### src/rtl/smvm_pkg.sv
`default_nettype none
// ============================================================================
// Module      : smvm_pkg
// Description : Shared widths, state encodings and result FIFO entry layout.
// Revision    : 1.0 - initial release
// ============================================================================
package smvm_pkg;

    localparam int SMVM_DATA_W  = 12;
    localparam int SMVM_ROW_W   = 9;
    localparam int SMVM_ENTRY_W = SMVM_ROW_W + 1 + SMVM_DATA_W;

    localparam logic [1:0] c_ST_IDLE  = 2'd0;
    localparam logic [1:0] c_ST_RUN   = 2'd1;
    localparam logic [1:0] c_ST_DRAIN = 2'd2;

    typedef enum logic [1:0] {
        S_IDLE  = c_ST_IDLE,
        S_RUN   = c_ST_RUN,
        S_DRAIN = c_ST_DRAIN
    } state_t;

    // FIFO entry layout, MSB first: {row, last, data}
    typedef struct packed {
        logic [SMVM_ROW_W-1:0]  row;
        logic                   last;
        logic [SMVM_DATA_W-1:0] data;
    } entry_t;

endpackage
`default_nettype wire

### src/rtl/smvm_result_collector_if.sv
`default_nettype none
// ============================================================================
// Module      : smvm_result_collector_if
// Description : Config, result-in and result-out handshake bundle.
// Revision    : 1.0 - initial release
// ============================================================================
interface smvm_result_collector_if #(
    parameter int DATA_W = 12,
    parameter int ROW_W  = 9
) ();

    logic              cfg_valid;
    logic [ROW_W-1:0]  cfg_rows;
    logic              in_valid;
    logic [DATA_W-1:0] in_data;
    logic              out_valid;
    logic              out_ready;
    logic [DATA_W-1:0] out_data;
    logic [ROW_W-1:0]  out_row;
    logic              out_last;
    logic              busy;
    logic              done;
    logic              err;

    modport master (
        output cfg_valid, cfg_rows, in_valid, in_data, out_ready,
        input  out_valid, out_data, out_row, out_last, busy, done, err
    );

    modport slave (
        input  cfg_valid, cfg_rows, in_valid, in_data, out_ready,
        output out_valid, out_data, out_row, out_last, busy, done, err
    );

endinterface
`default_nettype wire

### src/rtl/smvm_result_collector_sync_fifo.sv
`default_nettype none
// ============================================================================
// Module      : sync_fifo
// Description : Generic first-word-fall-through FIFO; head shown on dout.
// Revision    : 1.0 - initial release
// ============================================================================
module sync_fifo #(
    parameter int WIDTH = 8,
    parameter int DEPTH = 16
) (
    input  wire logic                       clk,
    input  wire logic                       rst,
    input  wire logic                       push,
    input  wire logic                       pop,
    input  wire logic [WIDTH-1:0]           din,
    output logic      [WIDTH-1:0]           dout,
    output logic                            full,
    output logic                            empty,
    output logic      [$clog2(DEPTH):0]     count
);

    localparam int ADDR_W = $clog2(DEPTH);
    localparam logic [ADDR_W-1:0] c_PTR_ONE = {{(ADDR_W-1){1'b0}}, 1'b1};
    localparam logic [ADDR_W:0]   c_CNT_ONE = {{ADDR_W{1'b0}}, 1'b1};
    localparam logic [ADDR_W:0]   c_FULL    = (ADDR_W+1)'(DEPTH);

    logic [WIDTH-1:0]  r_mem [DEPTH];
    logic [ADDR_W-1:0] r_wr_ptr;
    logic [ADDR_W-1:0] r_rd_ptr;
    logic [ADDR_W:0]   r_count;
    logic              w_do_push;
    logic              w_do_pop;

    assign empty     = (r_count == '0);
    assign full      = (r_count == c_FULL);
    assign count     = r_count;
    assign w_do_pop  = pop & ~empty;
    // A pop in the same cycle frees the slot the full-FIFO push lands in
    assign w_do_push = push & (~full | w_do_pop);
    // Empty head reads as zero so idle outputs are clean
    assign dout      = empty ? '0 : r_mem[r_rd_ptr];

    always_ff @(posedge clk or posedge rst) begin
        if (rst) begin
            r_wr_ptr <= '0;
            r_rd_ptr <= '0;
            r_count  <= '0;
        end else begin
            if (w_do_push) begin
                r_wr_ptr <= r_wr_ptr + c_PTR_ONE;
            end
            if (w_do_pop) begin
                r_rd_ptr <= r_rd_ptr + c_PTR_ONE;
            end
            case ({w_do_push, w_do_pop})
                2'b10:   r_count <= r_count + c_CNT_ONE;
                2'b01:   r_count <= r_count - c_CNT_ONE;
                default: r_count <= r_count;
            endcase
        end
    end

    always_ff @(posedge clk) begin
        if (w_do_push) begin
            r_mem[r_wr_ptr] <= din;
        end
    end

endmodule
`default_nettype wire

### src/rtl/smvm_result_collector.sv
`default_nettype none
// ============================================================================
// Module      : smvm_result_collector
// Description : Buffers the SMVM result stream, tags rows, flags job end/errors.
// Revision    : 1.0 - initial release
// ============================================================================
module smvm_result_collector
    import smvm_pkg::*;
#(
    parameter int DATA_W = SMVM_DATA_W,
    parameter int ROW_W  = SMVM_ROW_W,
    parameter int DEPTH  = 16
) (
    input  wire logic                clk,
    input  wire logic                rst,
    smvm_result_collector_if.slave   bus
);

    localparam int ADDR_W  = $clog2(DEPTH);
    localparam int ENTRY_W = ROW_W + 1 + DATA_W;
    localparam logic [ROW_W-1:0] c_ROW_ONE = {{(ROW_W-1){1'b0}}, 1'b1};
    localparam logic [ADDR_W:0]  c_CNT_ONE = {{ADDR_W{1'b0}}, 1'b1};

    state_t             r_state;
    state_t             w_state_next;
    logic [ROW_W-1:0]   r_rows;
    logic [ROW_W-1:0]   r_wr_row;
    logic               r_err;
    logic               r_done;
    logic               r_last_lost;

    logic               w_cfg_accept;
    logic               w_cfg_nonzero;
    logic               w_done_next;
    logic               w_in_run;
    logic               w_tag_last;
    logic               w_push;
    logic               w_pop;
    logic               w_drop;
    logic               w_drain_exit;
    logic               w_head_last;
    logic [ENTRY_W-1:0] w_din;
    logic [ENTRY_W-1:0] w_dout;
    logic               w_full;
    logic               w_empty;
    logic [ADDR_W:0]    w_count;

    assign w_cfg_nonzero = (bus.cfg_rows != '0);
    assign w_in_run      = bus.in_valid & (r_state == S_RUN);
    assign w_tag_last    = (r_wr_row == (r_rows - c_ROW_ONE));
    assign w_pop         = ~w_empty & bus.out_ready;
    assign w_push        = w_in_run & (~w_full | w_pop);
    assign w_drop        = bus.in_valid & ~w_push;
    assign w_din         = {r_wr_row, w_tag_last, bus.in_data};
    assign w_head_last   = w_dout[DATA_W];

    // A lost final word means no last=1 entry will ever pop; leave once drained
    assign w_drain_exit  = (w_pop & w_head_last)
                         | (r_last_lost & ((w_pop & (w_count == c_CNT_ONE)) | w_empty));

    sync_fifo #(
        .WIDTH (ENTRY_W),
        .DEPTH (DEPTH)
    ) u_fifo (
        .clk   (clk),
        .rst   (rst),
        .push  (w_push),
        .pop   (w_pop),
        .din   (w_din),
        .dout  (w_dout),
        .full  (w_full),
        .empty (w_empty),
        .count (w_count)
    );

    always_comb begin
        w_state_next = r_state;
        w_cfg_accept = 1'b0;
        w_done_next  = 1'b0;
        case (r_state)
            S_IDLE: begin
                if (bus.cfg_valid) begin
                    w_cfg_accept = 1'b1;
                    if (w_cfg_nonzero) begin
                        w_state_next = S_RUN;
                    end else begin
                        w_done_next = 1'b1;
                    end
                end
            end
            S_RUN: begin
                if (bus.in_valid && w_tag_last) begin
                    w_state_next = S_DRAIN;
                end
            end
            S_DRAIN: begin
                if (w_drain_exit) begin
                    w_state_next = S_IDLE;
                    w_done_next  = 1'b1;
                end
            end
            default: begin
                w_state_next = S_IDLE;
            end
        endcase
    end

    always_ff @(posedge clk or posedge rst) begin
        if (rst) begin
            r_state     <= S_IDLE;
            r_rows      <= '0;
            r_wr_row    <= '0;
            r_err       <= 1'b0;
            r_done      <= 1'b0;
            r_last_lost <= 1'b0;
        end else begin
            r_state <= w_state_next;
            r_done  <= w_done_next;
            r_err   <= (r_err & ~w_cfg_accept) | w_drop;
            if (w_cfg_accept && w_cfg_nonzero) begin
                r_rows      <= bus.cfg_rows;
                r_wr_row    <= '0;
                r_last_lost <= 1'b0;
            end else if (w_in_run) begin
                // Dropped words still advance the tag to stay aligned with SMVM rows
                r_wr_row <= r_wr_row + c_ROW_ONE;
                if (w_drop && w_tag_last) begin
                    r_last_lost <= 1'b1;
                end
            end
        end
    end

    assign bus.out_valid = ~w_empty;
    assign bus.out_data  = w_dout[DATA_W-1:0];
    assign bus.out_last  = w_dout[DATA_W];
    assign bus.out_row   = w_dout[ENTRY_W-1 -: ROW_W];
    assign bus.busy      = (r_state != S_IDLE);
    assign bus.done      = r_done;
    assign bus.err       = r_err;

endmodule
`default_nettype wire

### src/flat_wrapper.sv
// flat-port wrapper written by rule: the top's interface ports become plain ports
module smvm_result_collector_flat import smvm_pkg::*;
#(
    parameter int DATA_W = SMVM_DATA_W,
    parameter int ROW_W  = SMVM_ROW_W,
    parameter int DEPTH  = 16
)
  (clk, rst, bus_cfg_valid, bus_cfg_rows, bus_in_valid, bus_in_data, bus_out_ready, bus_out_valid, bus_out_data, bus_out_row, bus_out_last, bus_busy, bus_done, bus_err);
  smvm_result_collector_if #(.DATA_W(DATA_W), .ROW_W(ROW_W)) bus_i ();
  input  wire logic clk;
  input  wire logic rst;
  input wire logic [$bits(bus_i.cfg_valid)-1:0] bus_cfg_valid;
  input wire logic [$bits(bus_i.cfg_rows)-1:0] bus_cfg_rows;
  input wire logic [$bits(bus_i.in_valid)-1:0] bus_in_valid;
  input wire logic [$bits(bus_i.in_data)-1:0] bus_in_data;
  input wire logic [$bits(bus_i.out_ready)-1:0] bus_out_ready;
  output wire logic [$bits(bus_i.out_valid)-1:0] bus_out_valid;
  output wire logic [$bits(bus_i.out_data)-1:0] bus_out_data;
  output wire logic [$bits(bus_i.out_row)-1:0] bus_out_row;
  output wire logic [$bits(bus_i.out_last)-1:0] bus_out_last;
  output wire logic [$bits(bus_i.busy)-1:0] bus_busy;
  output wire logic [$bits(bus_i.done)-1:0] bus_done;
  output wire logic [$bits(bus_i.err)-1:0] bus_err;
  assign bus_i.cfg_valid = bus_cfg_valid;
  assign bus_i.cfg_rows = bus_cfg_rows;
  assign bus_i.in_valid = bus_in_valid;
  assign bus_i.in_data = bus_in_data;
  assign bus_i.out_ready = bus_out_ready;
  assign bus_out_valid = bus_i.out_valid;
  assign bus_out_data = bus_i.out_data;
  assign bus_out_row = bus_i.out_row;
  assign bus_out_last = bus_i.out_last;
  assign bus_busy = bus_i.busy;
  assign bus_done = bus_i.done;
  assign bus_err = bus_i.err;
  smvm_result_collector #(.DATA_W(DATA_W), .ROW_W(ROW_W), .DEPTH(DEPTH)) u_core (.clk(clk), .rst(rst), .bus(bus_i));
endmodule
### config.mk
export PLATFORM = sky130hd
export DESIGN_NAME = smvm_result_collector_flat
export DESIGN_NICKNAME = d
export VERILOG_FILES = /design/src/rtl/smvm_pkg.sv /design/src/rtl/smvm_result_collector_if.sv /design/src/rtl/smvm_result_collector_sync_fifo.sv /design/src/rtl/smvm_result_collector.sv /design/src/flat_wrapper.sv
export SDC_FILE = /design/constraint.sdc
export NUM_CORES = 1
export LEC_CHECK = 0
export ABC_AREA = 1
export BUFFER_PORTS_ARGS = -buffer_cell sky130_fd_sc_hd__buf_2
export CAP_MARGIN = 10
export CORE_AREA = 2 2 230 232
export CTS_CLUSTER_DIAMETER = 30
export DETAILED_ROUTE_END_ITERATION = 8
export DIE_AREA = 0 0 232 234
export HOLD_SLACK_MARGIN = 0.02
export SLEW_MARGIN = 0
export SYNTH_ARGS = -nofsm -noshare
export SYNTH_HDL_FRONTEND = slang
export SYNTH_SLANG_ARGS = --single-unit
### constraint.sdc
create_clock -name clk -period 5.6 [get_ports clk]
set_input_delay 0.84 -clock clk [delete_from_list [all_inputs] [get_ports clk]]
set_output_delay 0.84 -clock clk [all_outputs]
set_load 0.1 [all_outputs]
Word level (Yosys, flattened, before mapping)
Memory sizes are Yosys's and may differ from the RTL's.
Index checks and enable logic that the tools add are counted.

storage, ports and cells
  bits in registers = 36
  bits in writable memories = 352
  bits of input ports = 26
  output and inout bits = 26
  word-level logic and storage cells = 78
  memories kept = 1

memory list
  name                 words  width  read ports  clocked after Yosys merged registers in  write ports  line                                   RTL
  u_core.u_fifo.r_mem  16     22     1           0                                        1            smvm_result_collector_sync_fifo.sv:27  logic [WIDTH-1:0] r_mem [DEPTH];

operators by class
  add/sub/neg operators = 6
  equal/unequal tests = 11
  multiplexer cells = 20
  bitwise operators = 19
  reductions and logical operators = 12

operators with widths
  kind                                                                      number
  22-bit two-way mux                                                        1
  9-bit two-way mux                                                         2
  1-bit AND                                                                 10
  1-bit two-way mux                                                         10
  5-bit one-hot mux with 2 select lines                                     1
  9-bit by 1-bit adder with 9-bit output (second input constant)            1
  9-bit == test                                                             1
  9-bit nonzero test                                                        1
  9-bit by 1-bit subtractor with 9-bit output (second input constant)       1
  4-bit by 1-bit adder with 4-bit output (second input constant)            2
  2-bit two-way mux                                                         4
  2-bit nonzero test                                                        4
  2-bit one-hot mux with 3 select lines                                     1
  5-bit by 1-bit adder with 5-bit output (second input constant)            1
  5-bit by 1-bit == test with 1-bit output (second input constant)          1
  5-bit == test (second input constant)                                     1
  5-bit zero test                                                           1
  1-bit OR                                                                  5
  5-bit by 1-bit subtractor with 5-bit output (second input constant)       1
  2-bit by 1-bit == test with 1-bit output (second input constant)          2
  2-bit == test (second input constant)                                     2
  2-bit by 1-bit inequality test with 1-bit output (second input constant)  2
  2-bit inequality test (second input constant)                             2
  1-bit inverter                                                            4
  other kinds (5)                                                           7

Logic depth before layout (Yosys ltp)
Gate-level depths: netlist of the first run.

  depth in word-level cells = 11
  depth in mapped cells = 13
  mapped depth without buffers = 13

Modules after synthesis
From an unflattened synthesis of the first run, not the netlist that was laid out.

second synthesis, totals
  cells, all modules = 1486
  area, all modules = 16579.7 sq um

by module, submodules not included
  module                 instances  cells each  area an instance (sq um)  seq. area each (sq um)
  sync_fifo              1          1262        14988.1                   10895.4
  smvm_result_collector  1          224         1591.5                    575.6

Worst setup path before layout of the first run
OpenSTA, ideal clock, no wires.

  path type = reg2out
  from = reg u_core.u_fifo.r_count[0], in the netlist u_core.u_fifo.count[0]
  to = out bus_out_data[0]
  data arrival time = 3.320 ns
  required time = 4.760 ns
  slack = 1.440 ns
  stages on the path, launching flop included = 7
  cell sequence = dfrtp_1 inv_1 ha_1 nand3_1 inv_1 clkbuf_1 a21oi_1

on the way
  longest elaborated chain between the ends = 2

ends and longest elaborated chain
  what                    line                                   RTL
  from (decl)             smvm_result_collector_sync_fifo.sv:30  logic [ADDR_W:0] r_count;
  from (signal assigned)  smvm_result_collector_sync_fifo.sv:56  2'b10: r_count <= r_count + c_CNT_ONE;
  from (signal assigned)  smvm_result_collector_sync_fifo.sv:57  2'b01: r_count <= r_count - c_CNT_ONE;
  from (signal assigned)  smvm_result_collector_sync_fifo.sv:58  default: r_count <= r_count;
  5-bit zero test         smvm_result_collector_sync_fifo.sv:34  assign empty = (r_count == '0);
  22-bit two-way mux      smvm_result_collector_sync_fifo.sv:41  assign dout = empty ? '0 : r_mem[r_rd_ptr];
  to (decl)               flat_wrapper.sv:18                     output wire logic [$bits(bus_i.out_data)-1:0] bus_out_data;

No other way between the ends.

Worst setup path in the final report of the first run
  from = reg u_core.u_fifo.r_rd_ptr[3]
  to = out bus_out_row[8]

on the way
  longest elaborated chain between the ends = 2

ends and longest elaborated chain
  what                    line                                   RTL
  from (decl)             smvm_result_collector_sync_fifo.sv:29  logic [ADDR_W-1:0] r_rd_ptr;
  from (signal assigned)  smvm_result_collector_sync_fifo.sv:53  r_rd_ptr <= r_rd_ptr + c_PTR_ONE;
  memory 16 x 22 bit      --
  22-bit two-way mux      smvm_result_collector_sync_fifo.sv:41
  to (decl)               flat_wrapper.sv:19                     output wire logic [$bits(bus_i.out_row)-1:0] bus_out_row;

No other way between the ends.

==> results.md, run 1 <==
* Final WL at about 40,000 um
* Final slew viol count at 0
* CP Launch Type: flip-flop
* Row Count at 84
* Synth Instances at about 1,300
* Number of diodes at 0
* Post-layout nets at 1,400
* HPWL after DPL at ~21,000 um
* Seq/Total Area, Yosys at a little over 70%
* PD cells at ~660 mW/mm^2
* RSZ-0062 raised after global routing: no
* Status: complete, no violations
* Final hold vios at 0
* Asr flop ratio synth at a little under a tenth
* Sequential Power Share at about 28%
* Gate power share at approximately 33%
* Fin worst setup slack at between 1000 and 1500 ps
* I/O pins at between 50 and 60
* Initial antenna violation count at 0
* Synth unique cells at 34
* Crit path arrival time at between 3000 and 4000 ps
* Post-CTS sizing at 0
* Global-route wire length before repair at about 61,000 um
* Largest net degree at the start of global routing at approximately 180
* Max VDD drop at 0.458 mV
* Ys flop type: edfxtp_1
* Initial core utilization at a little under a third
* # DRC at 0
* Post-synth EDFFs at 352
* Most common cell after layout, fill and taps aside: edfxtp_1
* Via count at approximately 10,000
* Switching share of power at 39.6%
* DR pass1 iterations at 7
* Starting DRT DRC Count at around 900
* Net Count, Synth at 1,311
* Cts bufs inserted at 84
* Die Ht at roughly 230 um
* Fmax at ~240 MHz
* Clock Pin Slew Worst Setup and Hold Paths at roughly 50 ps
* Clock Sinks at slightly below 400
* Worst Tran Pin Value at just over 1000 ps
* Mean Syn Cell Area at ~13 um^2
* TritonCTS clock tree: yes
* Worst Path Max Fanout at 18
* Antenna-violating nets left at 0
* Net Sw Power at ~5200 uW
* H-tree levels at 3
* Chip width at approximately 230 um
* Hold crit path type: input port to async pin
* Setup violators final at 0
* Min Tclk post-route at 4170 ps
* Gr usage total at 14.7%
* # hold bufs at CTS at 0
* Max-cap violations at 0
* CP Data Required Time at ~4800 ps
* Vias in the first global route at slightly above 10,000
* Core ar. at ~0.052 mm^2
* Clock share of power at approximately 40%
* Final Wtd Congestion at 0.756
* Layout area overhead at 25.4%
* Critical Path End Type: primary output
* Die area at 0.0543 mm^2
* Cell Area, Synth at about 0.016 mm^2
* Congestion Overflow GR at 0
* Kind of critical path: flip-flop to primary output
* Skew final at 41.4 ps
* Post-CTS setup buffer count at 0
* Pre-CTS WS at a little over 2000 ps
* Max clock buf depth at 3
* Setup TNS at 0 ps
* Period utilization at 74.4%
* Synth Register Bits at 388
* Root buffer cell: clkbuf_16
* YS warnings at 0
* Slew headroom at a little under a third
* Wire per inst at 18.8 um
* P_int at between 7000 and 8000 uW
* PortBufs at 51
* Leak at just over 0.007 uW
* Vias per inst at 4.94
* Share of cells above drive strength 1 at between 10% and 20%
* Worst skew pair latency at around 610 ps
* Most frequent cells in the layout: edfxtp_1, nor2_1, o21ai_0
==> worst max-delay path, cell delays in order, from the launching register on <==
cell,delay (ps)
dfrtp_1,920
inv_1,560
buf_4,390
nor2_1,140
o21ai_0,100
a21oi_1,160
buf_2,440
==> state kept, by name, indices dropped and copies added (netlist names) <==
register and cells:
u_core.u_fifo.r_mem 352, u_core.r_rows 9, u_core.r_wr_row 9, u_core.u_fifo.count 5
u_core.u_fifo.r_rd_ptr 4, u_core.u_fifo.r_wr_ptr 4, u_core.r_state 2, u_core.bus.done 1
u_core.bus.err 1, u_core.r_last_lost 1
==> stage by stage <==
stage	std cells	util [%]	total power, uW	cell area (um^2)	hold slack [ps]
floorplan	1273	-	6990	15900	461
global placement	1964	32.5	7890	16900	488
detailed placement	1964	32.5	7940	16900	487
CTS	2119	38.4	13200	20000	359
global route	2119	38.4	13700	20000	396
finish	2119	38.4	13100	20000	367
==> cell usage after synthesis, types with 2 or more instances <==
master    number  area share (%)
nand3_1       57             1.8
nor2_1       236             5.6
edfxtp_1     352              66
inv_2          2           0.047
o21ai_1       17            0.53
clkbuf_1      32            0.75
nor4_1         2           0.079
o22ai_1       15            0.59
buf_2         14            0.44
clkbuf_2       4            0.13
inv_1         60             1.4
o21ai_0      174             5.5
buf_6          7            0.50
a21oi_1       29            0.91
o221ai_1      70             3.9
nand2_2        2           0.079
nand2_1      100             2.4
nor3_1         4            0.13
nand4_1        5            0.20
buf_4         17            0.80
xnor2_1        3            0.17
dfrtp_1       36             5.7
ha_1          12            0.94
xor2_1        13            0.72
==> per-layer routing <==
layer  share of wire (%)  track usage, %
met1                  43            18.6
met2                  49            24.8
met3                 5.5            2.99
met4                 2.6            5.75
met5                   0               0
==> worst paths after layout <==
path / depth (start not counted) / end / slack [ps] / startpoint
max: 6 / bus_out_row[8] / 1430 / u_core.u_fifo.r_rd_ptr[3]$_DFFE_PP0P_
min: 3 / u_core.bus.done$_DFF_PP0_ / 370 / rst
max reg2reg: 10 / u_core.u_fifo.r_mem[0][12]$_DFFE_PP_ / 2360 / u_core.u_fifo.count[0]$_DFFE_PP0P_
min reg2reg: 2 / u_core.r_rows[8]$_DFFE_PP0P_ / 500 / u_core.r_rows[8]$_DFFE_PP0P_
max in group asynchronous: 3 / u_core.u_fifo.r_rd_ptr[0]$_DFFE_PP0P_ / 4810 / rst
min in group clk: 2 / u_core.bus.done$_DFF_PP0_ / 460 / bus_cfg_rows[8]
==> kinds of logic (layout without fill, tap and decap cells) <==
family / after synthesis / in the layout / share of synthesized area, %
buffers and inverters: 139 / 297 / 4.17
AND/OR/NAND/NOR: 409 / 409 / 10.3
XOR/XNOR: 17 / 17 / 1.02
adder cells (fa/ha/maj): 12 / 12 / 0.943
AO/OA/AOI/OAI: 308 / 308 / 11.5
flip-flops: 388 / 388 / 72.0
==> power groups by stage <==
stage / clock [uW] / sequential (uW) / combinational [uW]
2_1_floorplan: 0 / 3590 / 3400
3_3_place_gp: 0 / 3630 / 4270
3_5_place_dp: 0 / 3640 / 4310
4_1_cts: 5280 / 3590 / 4320
5_1_grt: 5420 / 3620 / 4630
6_report: 5210 / 3590 / 4280
==> layout make-up <==
type | count | area, um^2
fill | 4869 | 32100
sequential | 388 | 11500
multi-input combinational | 746 | 3840
clock buffer | 93 | 2180
clock inverter | 62 | 887
tap | 688 | 861
timing repair buffer | 78 | 483
inverter | 64 | 243
(Power assumes the default switching activity.)
==> run 2: changes to the inputs <==
clock period = 3.7 ns   (was 5.6 ns; I/O delays follow)
==> run 2 against run 1 <==
Compared with the run above:
- via count grew 1.3%
- register-to-register slack lost 1400 ps
- final cell count is the same
- utilization grew 0.053 points
- clock skew shrank 19 ps
- clock power grew 29%
- worst hold slack lost 190 ps
- non-clock buffer count grew 13
- sequential share of layout area shrank 0.079 points
- clock-buffer cell count grew 1
- setup slack lost 1300 ps
- critical endpoint is now bus_out_row[4]
- largest power group is now combinational logic
==> results.md, run 2 (same netlist as run 1, synthesis figures left out) <==
* Status: complete, no violations
* Hold crit path type: input port to flip-flop
* Clock Sinks at between 300 and 400
* TritonCTS clock tree: yes
* Wire per inst at between 15 and 20 um
* Min Tclk post-route at 3540 ps
* Max FFs per register at 352
* CP Data Required Time at 3140 ps
* Setup violators final at 0
* Largest net degree at the start of global routing at 86
* PD cells at just under 1000 mW/mm^2
* WL met2 at ~19,000 um
* Period utilization at a little over nine tenths
* Core ar. at roughly 0.052 mm^2
* # DRC at 0
* HPWL after DPL at 21,900 um
* Initial antenna violation count at 1
* Most common cell after layout, fill and taps aside: edfxtp_1
* Final slew viol count at 0
* Vias per inst at about 5.0
* Final hold vios at 0
* Largest regs: u_core.u_fifo.r_mem x352, u_core.r_rows x9, u_core.r_wr_row x9
* Largest reg by FF count: u_core.u_fifo.r_mem
* Die Ht at 234 um
* Most frequent cells in the layout: edfxtp_1, nor2_1, o21ai_0
* Metal3 WL at approximately 2800 um
* Fill count at between 4,000 and 5,000
* Final WL at around 40,000 um
* Setup TNS at 0 ps
* Starting DRT DRC Count at between 900 and 1,000
* Gr usage total at ~15%
* Layout area overhead at 25.6%
* Crit path arrival time at roughly 3000 ps
* Die area at between 0.05 and 0.06 mm^2
* Fin util at just under 40%
* Max incr delay on CP at 730 ps
* Row Count at between 80 and 90
* Slew headroom at 42.8%
* Via count at around 11,000
* Worst path cell trace: buf_12 -> o21ai_0 -> o221ai_1 -> nand3_1 -> a21oi_1 -> buf_12
* Final Wtd Congestion at approximately 0.76
* Global-route wire length before repair at 62,200 um
* Max-cap violations at 0
* Initial core utilization at between 30% and 40%
* M1 wire length at ~18,000 um
* H-tree levels at 3
* Root buffer cell: clkbuf_16
* Critical Path End Type: primary output
* Top routing layer used: met4
* Hold Crit Start: bus_cfg_rows[8]
* Fmax at 283 MHz
* Post-layout nets at about 1,400
* Congestion Overflow GR at 0
* I/O pins at between 50 and 60
* Crit. Startpoint: u_core.u_fifo.r_rd_ptr[0]$_DFFE_PP0P_
* Max VDD drop at between 0.8 and 0.9 mV
* CP Launch Type: flip-flop
* RSZ-0062 raised after global routing: no
* Slowest CP cell: dfrtp_4
* Max clock buf depth at 3
* Worst skew pair latency at 590 ps
* Vias in the first global route at 10,472
* DR pass1 iterations at 5
* Kind of critical path: flip-flop to primary output
* Worst Tran Pin Value at 858 ps
* Leak at ~0.0070 uW
* Cts bufs inserted at 77
* Worst path most repeated cell: buf_12
* PortBufs at just over 50
* Worst Path Max Fanout at 85
* Skew final at between 20 and 25 ps
* Clock Pin Slew Worst Setup and Hold Paths at about 40 ps
* R2R Path Start: u_core.u_fifo.count[0]$_DFFE_PP0P_
* Share of cells above drive strength 1 at around 16%
* Chip width at 232 um
* Antenna-violating nets left at 0
* Number of diodes at 0
## run 2: cell types whose count changed in the layout (fill, tap and decap cells not counted), moves of 4 or more
cell | before | now
buf_12 | 2 | 32
buf_2 | 51 | 29
buf_4 | 25 | 29
bufinv_16 | 16 | 7
clkbuf_1 | 5 | 15
clkbuf_16 | 84 | 79
clkbuf_8 | 4 | 0
clkinv_1 | 9 | 13
inv_6 | 6 | 2
## run 2: metal layers
layer	GRT usage (%)	up-vias
met4	5.33	0
met3	3.47	83
met2	23.9	408
met1	20.3	5238
li1	-	4864
met5	0	-
## run 2: worst paths after layout
check | to | slack [ps] | cells after the start
max reg2reg | u_core.u_fifo.r_mem[0][18]$_DFFE_PP_ | 920 | 10
min | u_core.bus.done$_DFF_PP0_ | 180 | 2
min reg2reg | u_core.bus.err$_DFF_PP0_ | 500 | 1
max in group asynchronous | u_core.u_fifo.r_rd_ptr[0]$_DFFE_PP0P_ | 2360 | 4
min in group asynchronous | u_core.bus.err$_DFF_PP0_ | 560 | 3
max | bus_out_row[4] | 160 | 6
## run 2: area by class of cell
cell class | count | area [um^2] | share of cell area [%]
clock buffer | 94 | 2030 | 10.2
multi-input combinational | 746 | 3850 | 19.3
inverter | 64 | 246 | 1.23
clock inverter | 48 | 512 | 2.56
timing repair buffer | 91 | 1010 | 5.07
sequential | 388 | 11500 | 57.4
tap | 688 | 861 | 4.31
## run 2: metrics by stage
stage / hold WS, ps / instances / worst slack (ps) / cell area, um^2 / total power, uW
3_3_place_gp: 491 / 1976 / 588 / 17400 / 13100
5_1_grt: 164 / 2119 / 1.73 / 20000 / 20700
2_1_floorplan: 461 / 1273 / -175 / 15900 / 10600
6_report: 179 / 2119 / 160 / 20000 / 19800
3_5_place_dp: 489 / 1976 / 624 / 17400 / 13200
4_1_cts: 153 / 2119 / 55.7 / 20000 / 19900
## run 2: where the power goes
part	internal, uW	switching [uW]
clock	4410	2280
sequential	5160	335
combinational	2360	5260
total	11900	7880
## run 2: worst max-delay path, delay by kind of cell, from the launching register on
kind	cells	cell delay [ps]
AOI/OAI and AO/OA	3	910
DFF	1	730
buffers and inverters	2	640
and+or+nand+nor	1	100
## run 2: what timing repair did
action | 4_1_cts | 5_1_grt
resized for setup | 1 | 4
buffers inserted | 0 | 0
gates cloned | 0 | 0
hold endpoints to repair | 10 | 0
hold buffers | 1 | 0
endpoints found under the setup margin | 1 | 9
